**config.mk**
```make
export PLATFORM = sky130hd
export DESIGN_NAME = radix16_booth_seq_mul
export DESIGN_NICKNAME = d
export VERILOG_FILES = /design/src/rtl/booth_pkg.sv /design/src/rtl/radix16_digit_sel.sv /design/src/rtl/radix16_booth_seq_mul.sv
export SDC_FILE = /design/constraint.sdc
export NUM_CORES = 1
export LEC_CHECK = 0
export CORE_ASPECT_RATIO = 0.6
export CORE_UTILIZATION = 35
export CTS_CLUSTER_DIAMETER = 200
export DETAILED_ROUTE_END_ITERATION = 10
export PLACE_DENSITY = 0.48
export SLEW_MARGIN = 20
export SYNTH_ARGS = -nofsm -noshare
export SYNTH_HDL_FRONTEND = slang
export SYNTH_SLANG_ARGS = --single-unit
```
**constraint.sdc**
```tcl
create_clock -name clk -period 5.23 [get_ports clk]
set_clock_uncertainty 0.1 [all_clocks]
set_input_delay 1.046 -clock clk [delete_from_list [all_inputs] [get_ports clk]]
set_output_delay 1.046 -clock clk [all_outputs]
set_load 0.005 [all_outputs]
```
**src/rtl/booth_pkg.sv**
```systemverilog
// Shared types and helpers for the radix-16 Booth sequential multiplier.
package booth_pkg;

  typedef enum logic [1:0] {
    StIdle,
    StCalc,
    StFinal,
    StDone
  } state_e;

  // Number of radix-16 Booth digits covering a width-bit operand plus its sign position.
  function automatic int unsigned calc_ndig(input int unsigned width);
    return (width + 4) / 4;
  endfunction

endpackage

```
**src/rtl/radix16_digit_sel.sv**
```systemverilog
// Radix-16 Booth digit recoder: turns a 5-bit overlapping window of the multiplier into a
// selected multiple of the multiplicand (complemented when the digit is negative) and a
// negate flag. The caller injects the +1 that completes the two's complement.
module radix16_digit_sel #(
  parameter int unsigned MW = 27
) (
  input  logic [4:0]          window,
  input  logic [8:0][MW-1:0]  mults,
  output logic [MW-1:0]       pp,
  output logic                neg
);

  logic [3:0]    low_val;
  logic [3:0]    mag;
  logic [MW-1:0] sel;

  // Digit = -8*w4 + 4*w3 + 2*w2 + w1 + w0; pick |digit| * a and complement if negative.
  always_comb begin
    low_val = {1'b0, window[3:1]} + {3'b000, window[0]};
    mag     = window[4] ? (4'd8 - low_val) : low_val;
    // A window of all ones is digit zero; keep it positive so no stray +1 is injected.
    neg     = window[4] && (mag != 4'd0);
    sel     = '0;
    case (mag)
      4'd0:    sel = mults[0];
      4'd1:    sel = mults[1];
      4'd2:    sel = mults[2];
      4'd3:    sel = mults[3];
      4'd4:    sel = mults[4];
      4'd5:    sel = mults[5];
      4'd6:    sel = mults[6];
      4'd7:    sel = mults[7];
      4'd8:    sel = mults[8];
      default: sel = '0;
    endcase
    pp = neg ? ~sel : sel;
  end

endmodule

```
**src/rtl/radix16_booth_seq_mul.sv**
```systemverilog
// Sequential radix-16 Booth multiplier: one digit partial product per cycle into a
// carry-save accumulator, then a single carry-propagate add. Latency NDIG+1 cycles from
// accept to out_valid.
// Build option: define MUL_SIGNED_EN to add the in_signed port (per-operation signed mode);
// without it all operands are unsigned.
module radix16_booth_seq_mul
  import booth_pkg::*;
#(
  parameter int unsigned WIDTH = 24
) (
  input  logic                 clk,
  input  logic                 rst_n,
  input  logic                 in_valid,
  output logic                 in_ready,
  input  logic [WIDTH-1:0]     in_a,
  input  logic [WIDTH-1:0]     in_b,
`ifdef MUL_SIGNED_EN
  input  logic                 in_signed,
`endif
  output logic                 out_valid,
  input  logic                 out_ready,
  output logic [2*WIDTH-1:0]   out_product
);

  localparam int unsigned NDIG = calc_ndig(WIDTH);
  localparam int unsigned PW   = 2 * WIDTH;        // product / accumulator width
  localparam int unsigned MW   = WIDTH + 3;        // width of the stored multiples 0..8
  localparam int unsigned BW   = 4 * NDIG;         // recoded multiplier width
  localparam int unsigned CW   = $clog2(NDIG + 1);

  state_e                 state;
  logic [CW-1:0]          cnt;
  logic [PW-1:0]          sum_q;
  logic [PW-1:0]          carry_q;
  logic [8:0][MW-1:0]     mults_q;
  logic [BW:0]            bx_q;      // extended multiplier with the implicit 0 below bit 0
  logic                   sgn_q;

  logic                   sgn_in;
  logic [MW-1:0]          a_ext;
  logic [BW-1:0]          b_ext;
  logic [8:0][MW-1:0]     mults_d;
  logic [4:0]             window;
  logic [MW-1:0]          sel_pp;
  logic                   sel_neg;
  logic                   fill;
  logic [PW-1:0]          pp_ext;
  logic [PW-1:0]          s_in;
  logic [PW-1:0]          c_in;
  logic [PW-1:0]          csa_sum;
  logic [PW-1:0]          csa_carry;

`ifdef MUL_SIGNED_EN
  assign sgn_in = in_signed;
`else
  assign sgn_in = 1'b0;
`endif

  assign in_ready = (state == StIdle);

  // Operand extension and the multiple table 0..8 of the multiplicand.
  always_comb begin
    a_ext = {{3{sgn_in & in_a[WIDTH-1]}}, in_a};
    b_ext = {{(BW - WIDTH){sgn_in & in_b[WIDTH-1]}}, in_b};
    for (int k = 0; k < 9; k++) begin
      mults_d[k] = a_ext * MW'(k);
    end
  end

  // Digits are consumed most-significant first; the top window of the shift register.
  assign window = bx_q[BW -: 5];

  radix16_digit_sel #(
    .MW (MW)
  ) u_digit_sel (
    .window (window),
    .mults  (mults_q),
    .pp     (sel_pp),
    .neg    (sel_neg)
  );

  // Horner-style carry-save step: acc = 16*acc + pp + neg. Shifting both words left by four
  // leaves carry bit 0 free, which is exactly where the negation +1 belongs.
  always_comb begin
    fill      = sgn_q ? sel_pp[MW-1] : sel_neg;
    pp_ext    = {{(PW - MW){fill}}, sel_pp};
    s_in      = {sum_q[PW-5:0], 4'b0000};
    c_in      = {carry_q[PW-5:0], 3'b000, sel_neg};
    csa_sum   = s_in ^ c_in ^ pp_ext;
    csa_carry = ((s_in & c_in) | (s_in & pp_ext) | (c_in & pp_ext)) << 1;
  end

  // Control FSM plus datapath registers; outputs are registered.
  always_ff @(posedge clk or negedge rst_n) begin
    if (!rst_n) begin
      state       <= StIdle;
      cnt         <= '0;
      sum_q       <= '0;
      carry_q     <= '0;
      mults_q     <= '0;
      bx_q        <= '0;
      sgn_q       <= 1'b0;
      out_valid   <= 1'b0;
      out_product <= '0;
    end else begin
      unique case (state)
        StIdle: begin
          if (in_valid) begin
            mults_q <= mults_d;
            bx_q    <= {b_ext, 1'b0};
            sgn_q   <= sgn_in;
            sum_q   <= '0;
            carry_q <= '0;
            cnt     <= '0;
            state   <= StCalc;
          end
        end
        StCalc: begin
          sum_q   <= csa_sum;
          carry_q <= csa_carry;
          bx_q    <= {bx_q[BW-4:0], 4'b0000};
          cnt     <= cnt + 1'b1;
          if (cnt == CW'(NDIG - 1)) begin
            state <= StFinal;
          end
        end
        StFinal: begin
          out_product <= sum_q + carry_q;
          out_valid   <= 1'b1;
          state       <= StDone;
        end
        StDone: begin
          if (out_ready) begin
            out_valid <= 1'b0;
            state     <= StIdle;
          end
        end
        default: state <= StIdle;
      endcase
    end
  end

endmodule

```
**Yosys cells after proc, flatten, opt, wreduce, memory -nomap -nowiden**

Index checks and enable logic that the tools add are counted.

- Bits in registers: 310
- Bits of input ports: 52
- Output and inout port bits: 50
- Logic and storage cells: 68

- $add $sub $neg: 4
- $mul: 4
- Equality and inequality tests: 15
- Mux-type cells: 16
- Bitwise gates (word level): 8
- Reductions and logical operators: 9

Operators by type and width:

| operator | number |
|---|---|
| case mux 27 bit (8 select lines) | 1 |
| case mux 48 bit (2 select lines) | 2 |
| bitwise AND 47 bit | 3 |
| bitwise XOR 48 bit | 2 |
| bitwise OR 47 bit | 2 |
| case mux 29 bit (2 select lines) | 1 |
| multiplier 24 x 3 -> 27 bit (second input constant) | 2 |
| multiplier 24 x 2 -> 26 bit (second input constant) | 2 |
| adder 48 bit | 1 |
| two-way mux 48 bit | 1 |
| two-way mux 29 bit | 1 |
| two-way mux 27 bit | 1 |
| inverter 27 bit | 1 |
| equality test 4 x 3 -> 1 bit (second input constant) | 4 |
| equality test 4 x 2 -> 1 bit (second input constant) | 2 |
| case mux 2 bit (4 select lines) | 1 |
| two-way mux 2 bit | 3 |
| inequality test 2 bit (second input constant) | 3 |
| case mux 3 bit (2 select lines) | 1 |
| AND reduction 2 bit | 3 |
| adder 3 x 1 -> 4 bit | 1 |
| equality test 2 bit (second input constant) | 2 |
| equality test 4 x 1 -> 1 bit (second input constant) | 1 |
| equality test 4 bit (second input constant) | 1 |
| other kinds (13) | 14 |

**Logic depth before layout (Yosys ltp)**

- Word-level depth: 11
- Mapped depth: 16
- Mapped depth without buffers: 14

**By module**

A second synthesis with hierarchy kept.

- Cell total of the unflattened synthesis: 2011
- Area total of the unflattened synthesis: 19462.4 sq um

By module, submodules not included:

| module | instances | cells each | area an instance (sq um) |
|---|---|---|---|
| radix16_booth_seq_mul | 1 | 1638 | 16932.5 |
| radix16_digit_sel | 1 | 373 | 2529.9 |

**Least setup slack after synthesis**

Ideal clock, no wire load.

- Path kind: input-to-reg
- Start: input port in_a[0]
- End: register mults_q[211] (netlist name)
- Library setup time: 69 ps
- Data arrival time: 3817 ps
- Required time: 5061 ps
- Path slack: 1245 ps
- Stages on the path: 13
- Buffers on the path: 0
- Cell sequence: fa_1 > ha_1 > inv_1 > fa_1 > nor2b_1 > o21ai_0 > a21boi_1 > o21ai_1 > a31o_2 > o311ai_2 > a41oi_1 > or3_1 > nand3_1

- Word-level cells in the longest chain between the ends: 1

Ends and longest elaborated chain:

| element | RTL line | source |
|---|---|---|
| from (decl) | radix16_booth_seq_mul.sv:15 | `input logic [WIDTH-1:0] in_a,` |
| multiplier 24 x 3 -> 27 bit | radix16_booth_seq_mul.sv:66 | `mults_d[k] = a_ext * MW'(k);` |
| to (signal assigned) | radix16_booth_seq_mul.sv:109 | `mults_q <= mults_d;` |
| to (decl) | radix16_booth_seq_mul.sv:35 | `logic [8:0][MW-1:0] mults_q;` |

Every way passes these cells.
A chain may end at the register's enable or synchronous reset.

**Worst setup path after layout**

- Start: input port in_a[4]
- End: register mults_q[214] (netlist name)

The elaborated chain is that of the path after synthesis.

==> impl_results.md <==
- Status: finished, final reports clean
- Max-slew violations: 0
- Post-route clock period utilization: 85.2%
- CP startpoint: in_a[4]
- DP HPWL: ~45000 µm
- Final TNS setup: 0 ps
- Antenna Nets Post-Route: 0
- Least-Margin Pin Slew: around 980 ps
- Root buf cell: clkbuf_16
- Maximum clock frequency: ~220 MHz
- Worst min path class: reg2reg
- Initial core utilization: between 30% and 40%
- WP buf/inv: 1
- Post-Synth Adder-Cell Area: 16.1%
- Core Rows: 67
- Number of enable flip-flop cells after synthesis: 0
- Post-DR wirelength/cell: 19.6 µm
- Core area: around 0.056 mm²
- Via-to-Cell Ratio: 5.41
- Post-Syn Area per Cell: roughly 9.2 µm²
- Global-route wire length before repair: ~94000 µm
- LEAKAGE: 9.93 nW
- Clock Sink Count: around 270
- Area of the multi-input gates: ~0.012 mm²
- Post-synthesis mux area share: 6.22%
- Startpoint Class: primary input
- Commonest non-fill, non-tap cell in the layout: nand2_1
- Final hold viol count: 0
- Initial antenna violation count: 0
- Critical Path Fanout Max: 8
- Crit-path cells: clkdlybuf4s50_1 > fa_1 > ha_1 > o21a_1 > o21a_1 > o2111ai_1 > o211ai_1 > nand3_1 > nand4b_1 > a41oi_1 > or4b_2 > nand4_1
- Ports: between 100 and 150
- Synth Area in XOR/XNOR: between 5 and 6%
- Post-CTS Setup Inserts: 0
- Highest-count cells in the layout ignoring fill and taps: 345 x nand2_1, 273 x dfrtp_1, 204 x o21ai_0
- Vias in the first global route: between 15k and 20k
- Crit path DAT: 4870 ps
- Pwr per Cell Area: around 610 mW/mm²
- Nets@finish: 2493
- Post-Route Utilization: between 40% and 50%
- Die Span X: slightly above 300 µm
- Die Area: 0.0575 mm²
- Count of input and output buffers: a little over 100
- Reg clk slew, reported paths: 70 ps
- Final Critical Period: 4460 ps
- CTS max path bufs: 3
- RR Startpoint: bx_q[24]
- Relative slew slack: between 30% and 40%
- Slowest CP cell: clkdlybuf4s50_1
- CTS resizes: 0
- CTS tree: built
- Final WL: approximately 59000 µm
- Seq. cell area: ~0.0068 mm²
- Main synth FF type: dfrtp_1
- Worst path required time: around 5700 ps
- Synth Area in Compound Gates: around 20%
- Crit path kind: in2reg
- Antenna diodes: 0
- Synth unique cells: 84
- Post-DP Area: between 0.02 and 0.025 mm²
- Finish-stage setup viols: 0
- Min-delay src: mults_q[137]
- Gr ovfl total: 0
- Initial DRC count: ~1.3k
- DR pass1 iterations: 5
- Yosys reg bits: approximately 270
- Layout cells sized above 1: 8.37%
- Max incr delay on CP: roughly 740 ps
- Mapped Cells: about 2.2k
- RSZ-0062 raised after global routing: no
- MaxCap Viol Count: 0
- Hold_buf cts: 0
- Routed vias: 16.3k
- Post-route cell area: approximately 0.023 mm²
- P&R area growth vs syn: 14.8%
- Post-Synth Simple-Gate Area: 12.8%
- Mapped Nets: 2425
- Final GP Congestion: slightly above 0.8
- Seq/Total Area, Yosys: about a third
- Worst-Skew Late Latency: slightly below 600 ps
- CTS HTree Levels: 1
- Crit end category: register
- Max IR drop VDD: 0.318 mV
- Chip height: about 190 µm
- Fill count: 5645
- Crit-path most repeated cell: o21a_1
- TritonCTS buffer count: 30
- GRT Util Overall: around a fifth
- Post-synth ARST share: 100%
- Main combinational cell family by area after synthesis: compound AO/OA/AOI/OAI gates
- Ys Warns: 0
- DR DRC count: 0
- Largest net degree at the start of global routing: roughly 110
- Tot Pwr: ~0.014 W
- Delay-heaviest family, CP: simple AND/OR/NAND/NOR gates
- Mapped cell area: just under 0.02 mm²
==> worst min-delay path, stage by stage (launching register included) <==
cell,delay (ps)
dfrtp_1,340
nand2_1,50
nand2_1,50
==> logic make-up (layout without fill, tap and decap cells) <==
logic type / after synthesis / after routing
flip-flops: 273 / 273
XOR/XNOR: 125 / 125
buffers and inverters: 230 / 320
adder cells (fa/ha/maj): 216 / 216
AO/OA/AOI/OAI: 645 / 645
AND/OR/NAND/NOR: 580 / 580
multiplexers: 88 / 88
==> cell usage after synthesis, types with 6 or more instances <==
cell type | instances | share of area (%)
nand3_1 | 22 | 0.56
o21ai_0 | 205 | 5.2
o211ai_1 | 9 | 0.34
mux2_2 | 58 | 3.3
mux2i_1 | 8 | 0.41
nor2b_1 | 24 | 0.76
o31ai_1 | 9 | 0.34
a21oi_1 | 166 | 4.2
xor2_1 | 43 | 1.9
nand2b_1 | 15 | 0.47
o21bai_1 | 21 | 0.80
a31oi_1 | 14 | 0.44
nand2_1 | 347 | 6.6
ha_1 | 151 | 9.6
o21a_1 | 22 | 0.84
o22ai_1 | 40 | 1.3
a211oi_1 | 13 | 0.49
a21o_1 | 46 | 1.7
buf_2 | 12 | 0.30
dfrtp_1 | 273 | 35
nand4_1 | 17 | 0.54
buf_1 | 12 | 0.23
xnor2_1 | 82 | 3.6
a221oi_1 | 25 | 1.1
fa_1 | 65 | 6.6
clkbuf_1 | 78 | 1.5
o21ai_1 | 6 | 0.15
mux4_2 | 22 | 2.5
and3_1 | 13 | 0.41
a22o_1 | 15 | 0.66
inv_1 | 123 | 2.3
nor2_1 | 82 | 1.6
nor3_1 | 21 | 0.53
or3_1 | 8 | 0.25
==> final cells by class <==
class	count	share of cell area, %
clock buffer	47	3.90
inverter	124	2.05
sequential	273	30.1
clock inverter	7	0.408
multi-input combinational	1654	53.3
timing repair buffer	142	6.07
tap	759	4.18
==> flip-flops by register name (all words and copies together), names as in the netlist <==
signal       count
sum_q           48
cnt              3
state            2
out_valid        1
mults_q         99
bx_q            28
carry_q         44
out_product     48
==> layer usage <==
metal  track usage (%)  wire length (µm)  vias to the layer above  share of wire, %
li1                  -                 -                     7781                 -
met1              34.5             32200                     7995                55
met3              4.55              4010                       60               6.8
met2              27.3             22100                      438                37
met5                 0                 0                        -                 0
met4              2.77               758                        0               1.3
==> where the power goes <==
group	internal [W]	switching, W
combinational	0.00323	0.00447
clock	0.00126	0.000926
sequential	0.00302	0.000856
total	0.00751	0.00625
==> worst paths after layout <==
check | endpoint | slack, ps | cells past startpoint
max | mults_q[214] | 770 | 12
max in group asynchronous | mults_q[160] | 3600 | 2
min in group asynchronous | out_product[28] | 390 | 1
max reg2reg | sum_q[24] | 880 | 15
min | mults_q[137] | 380 | 2
min reg2reg | mults_q[137] | 380 | 2
==> stage by stage <==
step	std cells	hold slack, ps	setup WS (ps)
floorplan	2157	340	1240
global placement	2952	362	314
detailed placement	2952	367	275
CTS	3006	382	843
global route	3006	408	514
finish	3006	375	773
(Power assumes the default switching activity.)
